==> config.mk <==
export PLATFORM = sky130hd
export DESIGN_NAME = gd_sweep_controller
export DESIGN_NICKNAME = d
export VERILOG_FILES = /design/src/rtl/gd_pkg.sv /design/src/rtl/gd_best_tracker.sv /design/src/rtl/gd_sweep_controller.sv
export SDC_FILE = /design/constraint.sdc
export NUM_CORES = 1
export LEC_CHECK = 0
export ABC_AREA = 1
export CORE_UTILIZATION = 41
export CTS_CLUSTER_DIAMETER = 40
export DETAILED_ROUTE_END_ITERATION = 16
export GPL_ROUTABILITY_DRIVEN = 0
export PLACE_DENSITY = 0.72
export SETUP_SLACK_MARGIN = 0.15
export SLEW_MARGIN = 20
export SYNTH_ARGS = -nofsm -noshare
export SYNTH_HDL_FRONTEND = slang
export SYNTH_SLANG_ARGS = --single-unit
export TNS_END_PERCENT = 30
==> constraint.sdc <==
create_clock -name clk -period 3 [get_ports clk]
set_clock_uncertainty 0.1 [all_clocks]
set_input_delay 0.3 -clock clk [delete_from_list [all_inputs] [get_ports clk]]
set_output_delay 0.3 -clock clk [all_outputs]
set_load 0.02 [all_outputs]
==> src/rtl/gd_pkg.sv <==
// Shared types and constants for the gradient-descent sweep controller.
package gd_pkg;

    localparam int DATA_W    = 32;
    localparam int Y_W       = 64;
    localparam int FRAC_BITS = 8;

    // 1.0 in Q24.8
    localparam logic [DATA_W-1:0] ONE_Q = DATA_W'(1) << FRAC_BITS;

    typedef enum logic [1:0] {
        ST_IDLE   = 2'd0,
        ST_RUN    = 2'd1,
        ST_DRAIN  = 2'd2,
        ST_FINISH = 2'd3
    } state_t;

endpackage

==> src/rtl/gd_best_tracker.sv <==
// Keeps the best (lowest y) result seen during a sweep.
// clear_i arms the first-flag and zeroes the result.
// capture_i offers one (x, y, idx) result.
// Ties keep the earlier result because the compare is strict.
import gd_pkg::*;

module gd_best_tracker #(
    parameter int IDX_W = 4
) (
    input  logic              clk,
    input  logic              rst,
    input  logic              clear_i,
    input  logic              capture_i,
    input  logic [DATA_W-1:0] x_i,
    input  logic [Y_W-1:0]    y_i,
    input  logic [IDX_W-1:0]  idx_i,
    output logic [DATA_W-1:0] best_x_o,
    output logic [Y_W-1:0]    best_y_o,
    output logic [IDX_W-1:0]  best_idx_o
);

    logic              first_q,    first_d;
    logic [DATA_W-1:0] best_x_q,   best_x_d;
    logic [Y_W-1:0]    best_y_q,   best_y_d;
    logic [IDX_W-1:0]  best_idx_q, best_idx_d;

    // Next best: clear on sweep start, otherwise take a strictly smaller y (or the first result).
    always_comb begin
        first_d    = first_q;
        best_x_d   = best_x_q;
        best_y_d   = best_y_q;
        best_idx_d = best_idx_q;
        if (clear_i) begin
            first_d    = 1'b1;
            best_x_d   = '0;
            best_y_d   = '0;
            best_idx_d = '0;
        end else if (capture_i) begin
            first_d = 1'b0;
            if (first_q || ($signed(y_i) < $signed(best_y_q))) begin
                best_x_d   = x_i;
                best_y_d   = y_i;
                best_idx_d = idx_i;
            end
        end
    end

    // Best-result registers
    always_ff @(posedge clk) begin
        if (rst) begin
            first_q    <= 1'b1;
            best_x_q   <= '0;
            best_y_q   <= '0;
            best_idx_q <= '0;
        end else begin
            first_q    <= first_d;
            best_x_q   <= best_x_d;
            best_y_q   <= best_y_d;
            best_idx_q <= best_idx_d;
        end
    end

    assign best_x_o   = best_x_q;
    assign best_y_o   = best_y_q;
    assign best_idx_o = best_idx_q;

endmodule

==> src/rtl/gd_sweep_controller.sv <==
// Multi-start sequencer for the gradient-descent core.
// It steps x_init across NUM_STARTS points and runs the start_op/done_op handshake for each one.
// It reports the best (x_at_min, y_min) of the sweep.
import gd_pkg::*;

module gd_sweep_controller #(
    parameter int                NUM_STARTS     = 10,
    parameter logic [DATA_W-1:0] X_START        = 32'h0000_0000,
    parameter logic [DATA_W-1:0] X_STEP         = ONE_Q,
    parameter int                TIMEOUT_CYCLES = 4096,
    parameter int                IDX_W          = $clog2(NUM_STARTS + 1)
) (
    input  logic              clk,
    input  logic              rst,
    input  logic              start,
    output logic              busy,
    output logic              done,
    output logic              timeout_err,
    output logic [DATA_W-1:0] best_x,
    output logic [Y_W-1:0]    best_y,
    output logic [IDX_W-1:0]  best_idx,
    output logic              gd_start_op,
    output logic [DATA_W-1:0] gd_x_init,
    input  logic [DATA_W-1:0] gd_x_at_min,
    input  logic [Y_W-1:0]    gd_y_min,
    input  logic              gd_done_op
);

    generate
        if (NUM_STARTS < 1) begin : g_bad_num_starts
            $error("gd_sweep_controller: NUM_STARTS must be >= 1");
        end
    endgenerate

    localparam int TMR_W = (TIMEOUT_CYCLES > 1) ? $clog2(TIMEOUT_CYCLES + 1) : 1;
    // The run aborts on the edge that ends its TIMEOUT_CYCLES-th RUN cycle.
    localparam logic [TMR_W-1:0] TMR_LAST =
        TMR_W'((TIMEOUT_CYCLES > 0) ? TIMEOUT_CYCLES - 1 : 0);
    localparam logic [IDX_W-1:0] IDX_LAST =
        IDX_W'((NUM_STARTS > 0) ? NUM_STARTS - 1 : 0);

    state_t            state_q,    state_d;
    logic [IDX_W-1:0]  idx_q,      idx_d;
    logic [DATA_W-1:0] x_init_q,   x_init_d;
    logic              start_op_q, start_op_d;
    logic [TMR_W-1:0]  timer_q,    timer_d;
    logic              busy_q,     busy_d;
    logic              done_q,     done_d;
    logic              terr_q,     terr_d;
    logic              trk_clear;
    logic              trk_capture;

    // Sweep FSM next-state and registered-output decode
    always_comb begin
        state_d     = state_q;
        idx_d       = idx_q;
        x_init_d    = x_init_q;
        start_op_d  = start_op_q;
        timer_d     = timer_q;
        busy_d      = busy_q;
        done_d      = 1'b0;
        terr_d      = terr_q;
        trk_clear   = 1'b0;
        trk_capture = 1'b0;
        case (state_q)
            ST_IDLE: begin
                if (start) begin
                    x_init_d   = X_START;
                    idx_d      = '0;
                    start_op_d = 1'b1;
                    busy_d     = 1'b1;
                    terr_d     = 1'b0;
                    timer_d    = '0;
                    trk_clear  = 1'b1;
                    state_d    = ST_RUN;
                end
            end
            ST_RUN: begin
                // A done_op that is still high on entry counts as completion.
                if (gd_done_op) begin
                    trk_capture = 1'b1;
                    start_op_d  = 1'b0;
                    state_d     = ST_DRAIN;
                end else if ((TIMEOUT_CYCLES != 0) && (timer_q == TMR_LAST)) begin
                    terr_d     = 1'b1;
                    start_op_d = 1'b0;
                    state_d    = ST_FINISH;
                end else begin
                    timer_d = timer_q + 1'b1;
                end
            end
            ST_DRAIN: begin
                // Do not start the next run until the core has dropped done_op.
                if (!gd_done_op) begin
                    if (idx_q == IDX_LAST) begin
                        state_d = ST_FINISH;
                    end else begin
                        idx_d      = idx_q + 1'b1;
                        x_init_d   = x_init_q + X_STEP;
                        start_op_d = 1'b1;
                        timer_d    = '0;
                        state_d    = ST_RUN;
                    end
                end
            end
            ST_FINISH: begin
                done_d  = 1'b1;
                busy_d  = 1'b0;
                state_d = ST_IDLE;
            end
            default: begin
                state_d = ST_IDLE;
            end
        endcase
    end

    // FSM and output registers
    always_ff @(posedge clk) begin
        if (rst) begin
            state_q    <= ST_IDLE;
            idx_q      <= '0;
            x_init_q   <= X_START;
            start_op_q <= 1'b0;
            timer_q    <= '0;
            busy_q     <= 1'b0;
            done_q     <= 1'b0;
            terr_q     <= 1'b0;
        end else begin
            state_q    <= state_d;
            idx_q      <= idx_d;
            x_init_q   <= x_init_d;
            start_op_q <= start_op_d;
            timer_q    <= timer_d;
            busy_q     <= busy_d;
            done_q     <= done_d;
            terr_q     <= terr_d;
        end
    end

    gd_best_tracker #(
        .IDX_W (IDX_W)
    ) u_best (
        .clk        (clk),
        .rst        (rst),
        .clear_i    (trk_clear),
        .capture_i  (trk_capture),
        .x_i        (gd_x_at_min),
        .y_i        (gd_y_min),
        .idx_i      (idx_q),
        .best_x_o   (best_x),
        .best_y_o   (best_y),
        .best_idx_o (best_idx)
    );

    assign busy        = busy_q;
    assign done        = done_q;
    assign timeout_err = terr_q;
    assign gd_start_op = start_op_q;
    assign gd_x_init   = x_init_q;

endmodule

Word level (Yosys, flattened, before mapping)
Cells that the tools add are included.

word-level totals
  bits in registers = 156
  input bits = 100
  output and inout bits = 136
  logic and storage cells = 78

cells by class
  add/sub/neg operators = 3
  order comparisons = 1
  equal/unequal tests = 12
  mux-type cells = 36
  reduce and logical (&&, ||, !) cells = 14

operators with widths
  kind                                                                     number
  32-bit 2-to-1 mux                                                        3
  13-bit 2-to-1 mux                                                        5
  64-bit less-than comparator                                              1
  32-bit one-hot mux with 2 select lines                                   1
  13-bit one-hot mux with 3 select lines                                   1
  32-bit by 9-bit adder with 32-bit output, second input constant          1
  13-bit by 1-bit adder with 13-bit output, second input constant          1
  13-bit by 12-bit equality test with 1-bit output, second input constant  1
  1-bit 2-to-1 mux                                                         13
  4-bit 2-to-1 mux                                                         3
  2-bit inequality test, second input constant                             6
  2-bit 2-to-1 mux                                                         5
  2-bit one-hot mux with 4 select lines                                    1
  4-bit one-hot mux with 2 select lines                                    1
  4-bit AND reduction                                                      2
  6-bit AND reduction                                                      1
  2-bit nonzero test                                                       3
  5-bit AND reduction                                                      1
  4-bit by 1-bit adder with 4-bit output, second input constant            1
  2-bit equality test, second input constant                               2
  4-bit equality test, second input constant                               1
  1-bit one-hot mux with 2 select lines                                    2
  2-bit AND reduction                                                      2
  3-bit inequality test, second input constant                             1
  other kinds (7)                                                          7

Depth between registers and ports, before layout
Gate-level depths: netlist of run 1.

  depth after elaboration = 4
  depth in mapped cells = 21
  depth with buffers taken out = 19

Hierarchy
A second synthesis of run 1 with hierarchy kept.

second synthesis, totals
  cells, all modules = 1350
  area, all modules = 9052.4 µm²

modules (own cells, without submodules)
  module               instances  cells each  area each (µm²)  sequential area each (µm²)
  gd_best_tracker      1          925         6216.0           2021.9
  gd_sweep_controller  1          425         2836.5           940.9

Least setup slack after synthesis of run 1
Ideal clock, no wire load.

  kind = reg-to-reg
  start = register u_best.best_y_q[63] (netlist: u_best.best_y_o[63])
  end = register u_best.best_y_q[10] (netlist: u_best.best_y_o[10])
  setup time = 115 ps
  arrival time = 2158 ps
  data required time = 2785 ps
  path slack = 627 ps
  stages on the path, launching flop included = 17
  path buffers = 2
  period minus slack after synthesis = 2373 ps
  cells stage by stage = dfxtp_1 inv_1 ha_1 nand2_1 nor2_1 nand4_1 nor3_1 and3_1 nand2_1 nand2_1 nand2_1 nand3_1 buf_2 buf_2 nand3_1 nand2_1 nor2_1

between the ends
  word-level cells in the longest chain between the ends = 3

ends and longest elaborated chain
  item                           line                   source
  start, declared                gd_best_tracker.sv:24  logic [Y_W-1:0] best_y_q, best_y_d;
  start signal, assigned         gd_best_tracker.sv:58  best_y_q <= best_y_d;
  64-bit less-than comparator    gd_best_tracker.sv:40  if (first_q || ($signed(y_i) < $signed(best_y_q))) begin
  1-bit logical OR               gd_best_tracker.sv:40
  2-bit AND reduction (no line)  n/a

Every way passes these cells.
A chain may end at the register's enable or synchronous reset.

Final worst setup path of run 1
  start = register u_best.best_y_q[63] (netlist: u_best.best_y_o[63])
  end = register u_best.best_y_q[59] (netlist: u_best.best_y_o[59])

Same word-level chain as after synthesis.

==> results of run 1 <==
power groups by stage:
stage	Clock [W]	Combinational (W)	Sequential [W]
2_1_floorplan	0	0.000743	0.00229
3_3_place_gp	0	0.00132	0.00219
3_5_place_dp	0	0.00134	0.00219
4_1_cts	0.00222	0.00135	0.00215
5_1_grt	0.00231	0.00153	0.00217
6_report	0.00216	0.00137	0.00215
sequential cells by signal, indices dropped and copies added, names as in the netlist:
signal and flops:
timer_q 13, u_best.first_q 1, idx_q 4, timeout_err 1, u_best.best_y_o 64, done 1, gd_x_init 24, u_best.best_idx_o 4
gd_start_op 1, busy 1, state_q 2, u_best.best_x_o 32
metrics by stage:
stage               total power [W]  worst slack, ns  std cells  hold slack, ns
CTS                        0.005724           0.2905       1757          0.3739
global route               0.006006           0.1448       1766          0.4010
detailed placement         0.003535         -0.01159       1725          0.3541
floorplan                  0.003036           0.6269       1280          0.3416
finish                     0.005686           0.3255       1766          0.3679
global placement           0.003511          0.03028       1725          0.3513
placed cells by master (no fill, tap or decap), drive strengths merged:
master / synthesis / final
a211oi: 4 / 4
a21o: 1 / 1
a21oi: 172 / 172
a31oi: 1 / 1
and2: 1 / 1
and3: 2 / 2
buf: 47 / 25
bufinv: 0 / 2
clkbuf: 26 / 26
clkdlybuf4s50: 0 / 227
clkinv: 0 / 3
clkinvlp: 0 / 2
conb: 1 / 8
dfxtp: 148 / 148
ha: 67 / 67
inv: 210 / 213
nand2: 221 / 221
nand3: 119 / 120
nand3b: 7 / 7
nand4: 20 / 20
nor2: 152 / 152
nor3: 28 / 28
nor4: 7 / 7
o211ai: 1 / 1
o21a: 1 / 1
o21ai: 22 / 22
o31ai: 1 / 1
or2: 2 / 2
xnor2: 4 / 4
xor2: 8 / 8
logic make-up (layout without fill, tap and decap cells):
family | count (synthesis) | in the layout
buffers and inverters | 283 | 498
AOI/OAI and AO/OA | 203 | 203
other | 1 | 8
adders and majority gates | 67 | 67
xor gates and xnor gates | 12 | 12
DFF | 148 | 148
and+or+nand+nor | 559 | 560
cell type report:
cell class	count	area, sq um
clock buffer	22	474.2
tap	270	337.8
timing repair buffer	256	2705
sequential	148	2965
multi-input combinational	850	4474
fill	1935	8499
clock inverter	10	120.1
inverter	210	788.3
repair_timing:
action,CTS,global route
resized for setup,0,8
setup endpoints to repair,0,99
hold buffers,0,0
buffers inserted,0,3
how the worst max path moves through the flow:
stage                                startpoint                          endpoint  slack [ns]
2_1_floorplan  u_best.best_y_o[63]$_SDFFE_PP0P_  u_best.best_y_o[10]$_SDFFE_PP0P_        0.63
3_3_place_gp                        gd_y_min[5]   u_best.best_y_o[2]$_SDFFE_PP0P_        0.03
3_5_place_dp                       gd_y_min[63]  u_best.best_y_o[29]$_SDFFE_PP0P_       -0.01
4_1_cts        u_best.best_y_o[63]$_SDFFE_PP0P_  u_best.best_y_o[27]$_SDFFE_PP0P_        0.29
5_1_grt        u_best.best_y_o[63]$_SDFFE_PP0P_  u_best.best_y_o[59]$_SDFFE_PP0P_        0.14
6_report       u_best.best_y_o[63]$_SDFFE_PP0P_  u_best.best_y_o[59]$_SDFFE_PP0P_        0.33
worst reg2reg max path, stage by stage, from the launching register on:
cell	delay (ns)
dfxtp_2	0.36
inv_1	0.05
ha_1	0.34
nand2_1	0.10
nor2_2	0.14
nand4_1	0.16
nor3_2	0.21
and3_1	0.18
nand2_1	0.08
nand2_1	0.08
nand2_2	0.09
nand3_4	0.14
buf_12	0.14
buf_12	0.16
nand3_1	0.11
nand2_1	0.09
nor2_1	0.04
metal layers:
metal  up-vias  track usage (%)  routed length [um]
li1       4497                -                   -
met1      3905            26.47               10430
met2       228            33.83               10920
met3        18            4.438                1434
met4         0            6.250                 318
met5         -                0                   0
==> flow_summary.yaml, run 1 <==
clock_tree:
  cts-root-buf: "clkbuf_16"
  h-tree-depth: 4
  clock_path_buffers: 2
  tritoncts_num_sinks: 148
  clock_latency_ns: 0.42
  numCtsBuffers: 17
  clkTransAtPathRegs_ns: 0.06
  cts_tree: "yes"
worst_setup_path:
  r2r_end: "u_best.best_y_o[59]$_SDFFE_PP0P_"
  end_kind: "flip-flop"
  cpPeakStageDelay_ns: 0.36
  path_max_fanout: 28
  cp.depth: 16
  required_ns: 3.21
  cp_common_cell: "nand2_1"
  r2r_start: "u_best.best_y_o[63]$_SDFFE_PP0P_"
  path_cells: "inv_1 > ha_1 > nand2_1 > nor2_2 > nand4_1 > nor3_2 > and3_1 > nand2_1 > nand2_1 > nand2_2 > nand3_4 > buf_12 > buf_12 > nand3_1 > nand2_1 > nor2_1"
  path_class: "reg2reg"
  path_delay_family: "simple AND/OR/NAND/NOR gates"
  startpoint_type: "flip-flop"
  cp.arrival_ns: 2.88
  ff2ff_path_depth: 16
  cp_num_buf_inv: 3
  cpMaxStageDelayCell: "dfxtp_2"
  r2r_slack_ns: 0.33
logic_synthesis:
  ys.warnings.count: 0
  synthSimpleGateAreaFrac_pct: 28.16
  ys.flop_type: "dfxtp_1"
  synth_area_sq_um: 8563
  synth_cell_types: 34
  synth_top_area_cell: "dfxtp_1"
  syn_area_per_cell_sq_um: 6.727
  synthXorXnorAreaFrac_pct: 1.227
  synth_most_common_cell: "nand2_1"
  synthMuxAreaShare_pct: 0
  yosys-top-cells-area: "dfxtp_1 (35%), a21oi_1 (10%), ha_1 (9.8%)"
  ys_async_sr_fraction_pct: 0
  synth_top_family_by_area: "simple AND/OR/NAND/NOR gates"
  seq_area_frac_synth_pct: 34.60
  yosys.area_share.adder_pct: 9.790
  yosys-top-cells-count: "nand2_1 (221), inv_1 (205), a21oi_1 (172)"
  synth_compound_area_share_pct: 12.11
  synth_edf_count: 0
  synth_cells: 1273
  synth_top_cell_area_share_pct: 34.60
  synth-seq-cells: 148
detailed_routing:
  wl_per_cell_um: 13.08
  vias: 8648
  firstDrtPassIters: 4
  drt_iter0_markers: 352
  drcViolationCount: 0
  wirelength_mm: 23.10
  viasPerCell: 4.897
  ant_nets: 0
min_path:
  min_from: "timer_q[12]$_SDFFE_PP0P_"
  min_to: "timer_q[12]$_SDFFE_PP0P_"
  hold_class: "reg2reg"
  holdPathStages: 1
sta:
  grt_setup_unrepaired: "false"
  fmax_ghz: 0.3739
  setup_violations: 0
  worst_slew_pin_slew_ns: 0.5376
  fin_crit_sh_pct: 89.15
  setup_tns_ns: 0
  fin_crit_ns: 2.675
  hold_violations: 0
  maxSlewViolCount: 0
  timing.slew.headroom_pct: 64.16
grt:
  grt_antenna_before_repair: 0
  grt_max_degree: 129
  grt_pass1_vias: 7576
  gr-total-overflow: 0
  grt_pass1_wl_mm: 36.11
  track_usage_pct: 20.44
die:
  fp-row-count: 52
  pin_count: 236
  die_area_sq_um: 21470
  die_width_um: 146.5
  core-area_sq_um: 20360
  floorplan.initialDensity_pct: 42.05
  die_h_um: 146.5
power_and_ir_drop:
  combPwrFrac_pct: 24.1
  swShare_pct: 29.92
  power.density_nw_per_um2: 479.2
  p_int_w: 0.003985
  p_sw_w: 0.001702
  pwr-share-seq_pct: 37.9
  leakage_nw: 4.823
  peakVddDrop_v: 0.0003699
  pwr-share-clk_pct: 38.0
layout:
  final_nets: 1650
  drive_above_1_share_pct: 5.414
  num_antenna_cells: 0
  post-route-util_pct: 58.26
  syn2layout_area_growth_pct: 38.56
  fin_area_sq_um: 11870
job:
  drv_cap: 0
placement:
  io_buffers: 227
  place_area_sq_um: 11070
  hpwl_mm: 15.97
run_status:
  status: "finished, final reports clean"
Note: power is estimated with default switching activity, not from simulation.
==> inputs of run 2 (changes only) <==
--- a/config.mk
+++ b/config.mk
@@ -6,6 +6,7 @@
 export NUM_CORES = 1
 export LEC_CHECK = 0
 export ABC_AREA = 1
+export CORE_ASPECT_RATIO = 0.7
 export CORE_UTILIZATION = 41
 export CTS_CLUSTER_DIAMETER = 40
 export DETAILED_ROUTE_END_ITERATION = 16
==> run 2 against run 1 <==
Combinational power is essentially flat. Flip-flop and latch count did not move. Wire length rose by 1.5%. Clock power rose by 2%. Sequential share of layout area grew 0.20 points. Largest power group unchanged. Highest routed layer unchanged.
==> flow_summary.yaml, run 2 (synthesis results as in run 1) <==
run_status:
  status: "finished, final reports clean"
worst_setup_path:
  path_max_fanout: 84
  end_kind: "flip-flop"
  r2r_end: "u_best.best_y_o[17]$_SDFFE_PP0P_"
  path_class: "reg2reg"
  startpoint_type: "flip-flop"
  r2r_slack_ns: 0.34
  critPathCapture: "u_best.best_y_o[17]$_SDFFE_PP0P_"
  r2r_start: "u_best.best_y_o[63]$_SDFFE_PP0P_"
  cp.arrival_ns: 2.88
  required_ns: 3.22
  startpoint: "u_best.best_y_o[63]$_SDFFE_PP0P_"
  ff2ff_path_depth: 15
sta:
  fmax_ghz: 0.3754
  setup_violations: 0
  maxSlewViolCount: 0
  grt_setup_unrepaired: "true"
  fin_crit_ns: 2.664
  fin_crit_sh_pct: 88.78
  hold_violations: 0
  timing.slew.headroom_pct: 55.47
  worst_slew_pin_slew_ns: 0.6664
grt:
  grt_antenna_before_repair: 0
  gr-total-overflow: 0
  grt_pass1_wl_mm: 37.43
  grt_max_degree: 85
  grt_pass1_vias: 7574
  track_usage_pct: 21.46
die:
  die_h_um: 122.9
  die_width_um: 174.7
  die_area_sq_um: 21480
  floorplan.initialDensity_pct: 42.56
  pin_count: 236
  core-area_sq_um: 20120
  fp-row-count: 43
clock_tree:
  ctsHoldBuffers: 0
  cts-root-buf: "clkbuf_16"
  clkTransAtPathRegs_ns: 0.07
  cts_tree: "yes"
  numCtsBuffers: 17
  tritoncts_num_sinks: 148
  clock_path_buffers: 2
  clock_latency_ns: 0.42
  h-tree-depth: 4
power_and_ir_drop:
  power.total_w: 0.005732
  power.density_nw_per_um2: 487.4
  peakVddDrop_v: 0.0003221
  leakage_nw: 4.762
layout:
  largest_reg_flops: 64
  fillers: 1845
  multi_input_area_sq_um: 4442
  final_nets: 1646
  num_antenna_cells: 0
  drive_above_1_share_pct: 4.893
  post-route-util_pct: 58.44
  seq_area_sq_um: 2963
  syn2layout_area_growth_pct: 37.33
  final_common_cell: "clkdlybuf4s50_1"
  mostFrequentLayoutCells: "clkdlybuf4s50_1 (227), nand2_1 (221), inv_1 (205)"
detailed_routing:
  drcViolationCount: 0
  ant_nets: 0
  wirelength_mm: 23.45
  wl_per_cell_um: 13.31
  viasPerCell: 4.910
  drt_iter0_markers: 679
  vias: 8651
  firstDrtPassIters: 5
placement:
  io_buffers: 227
  hpwl_mm: 16.93
job:
  drv_cap: 0
min_path:
  hold_class: "reg2reg"
  min_from: "gd_start_op$_SDFFE_PP0P_"
## run 2: how the worst min path moves through the flow
stage	endpoint	depth (start not counted)
after global routing	timeout_err$_SDFFE_PP0P_	2
after detailed placement	timeout_err$_SDFFE_PP0P_	2
after global placement	timeout_err$_SDFFE_PP0P_	2
after floorplan	timer_q[12]$_SDFFE_PP0P_	1
final	gd_start_op$_SDFFE_PP0P_	2
after CTS	gd_start_op$_SDFFE_PP0P_	2
## run 2: area by class of cell
type                            instances  area share (%)
Timing Repair Buffer                  253           22.32
Clock buffer                           18           3.734
Multi-Input combinational cell        849           37.77
Tap cell                              270           2.873
Clock inverter                         14           1.404
Inverter                              210           6.703
Sequential cell                       148           25.19
## run 2: repair_timing
item | in CTS | in global routing
setup endpoints to repair | 0 | 51
buffers inserted | 0 | 0
gates resized for setup | 0 | 1
## run 2: routing by layer
layer	track usage (%)	routed length [um]	share of wire (%)
met1	30.10	11580	49
met2	32.64	9885	42
met3	5.474	1815	7.7
met4	5.652	176	0.75
met5	0	0	0
## run 2: power by group
part | internal (W) | switching (W)
sequential | 0.00207 | 0.0000831
combinational | 0.000610 | 0.000755
clock | 0.00128 | 0.000938
## run 2: critical path: stages (launching register included)
cell and delay [ns]:
dfxtp_1 0.37, inv_1 0.06, ha_1 0.33, nand2_1 0.08
nor2_1 0.14, nand4_1 0.11, nor3_1 0.25, and3_1 0.21
nand2_1 0.07, nand2_1 0.07, nand2_1 0.08, nand3_4 0.11
buf_16 0.30, nand3_1 0.13, nand2_1 0.08, nor2_1 0.04
## run 2: stage by stage
| stage | hold WS [ns] | worst slack, ns | TNS, ns | std cells | instance area (sq um) |
|---|---|---|---|---|---|
| 2_1_floorplan | 0.3416 | 0.6269 | 0 | 1280 | 8589 |
| 3_3_place_gp | 0.3516 | -0.01603 | -0.1006 | 1730 | 11150 |
| 3_5_place_dp | 0.3541 | -0.01182 | -0.02567 | 1730 | 11150 |
| 4_1_cts | 0.3674 | 0.3159 | 0 | 1762 | 11750 |
| 5_1_grt | 0.3932 | 0.07914 | 0 | 1762 | 11760 |
| 6_report | 0.3650 | 0.3365 | 0 | 1762 | 11760 |
==> inputs of run 3 (changes only) <==
--- a/config.mk
+++ b/config.mk
@@ -9,6 +9,7 @@
 export CORE_ASPECT_RATIO = 0.7
 export CORE_UTILIZATION = 41
 export CTS_CLUSTER_DIAMETER = 40
+export CTS_CLUSTER_SIZE = 14
 export DETAILED_ROUTE_END_ITERATION = 16
 export GPL_ROUTABILITY_DRIVEN = 0
 export PLACE_DENSITY = 0.72
==> results of run 3 <==
The final DEF is identical to that of run 2; final timing and power are the same.
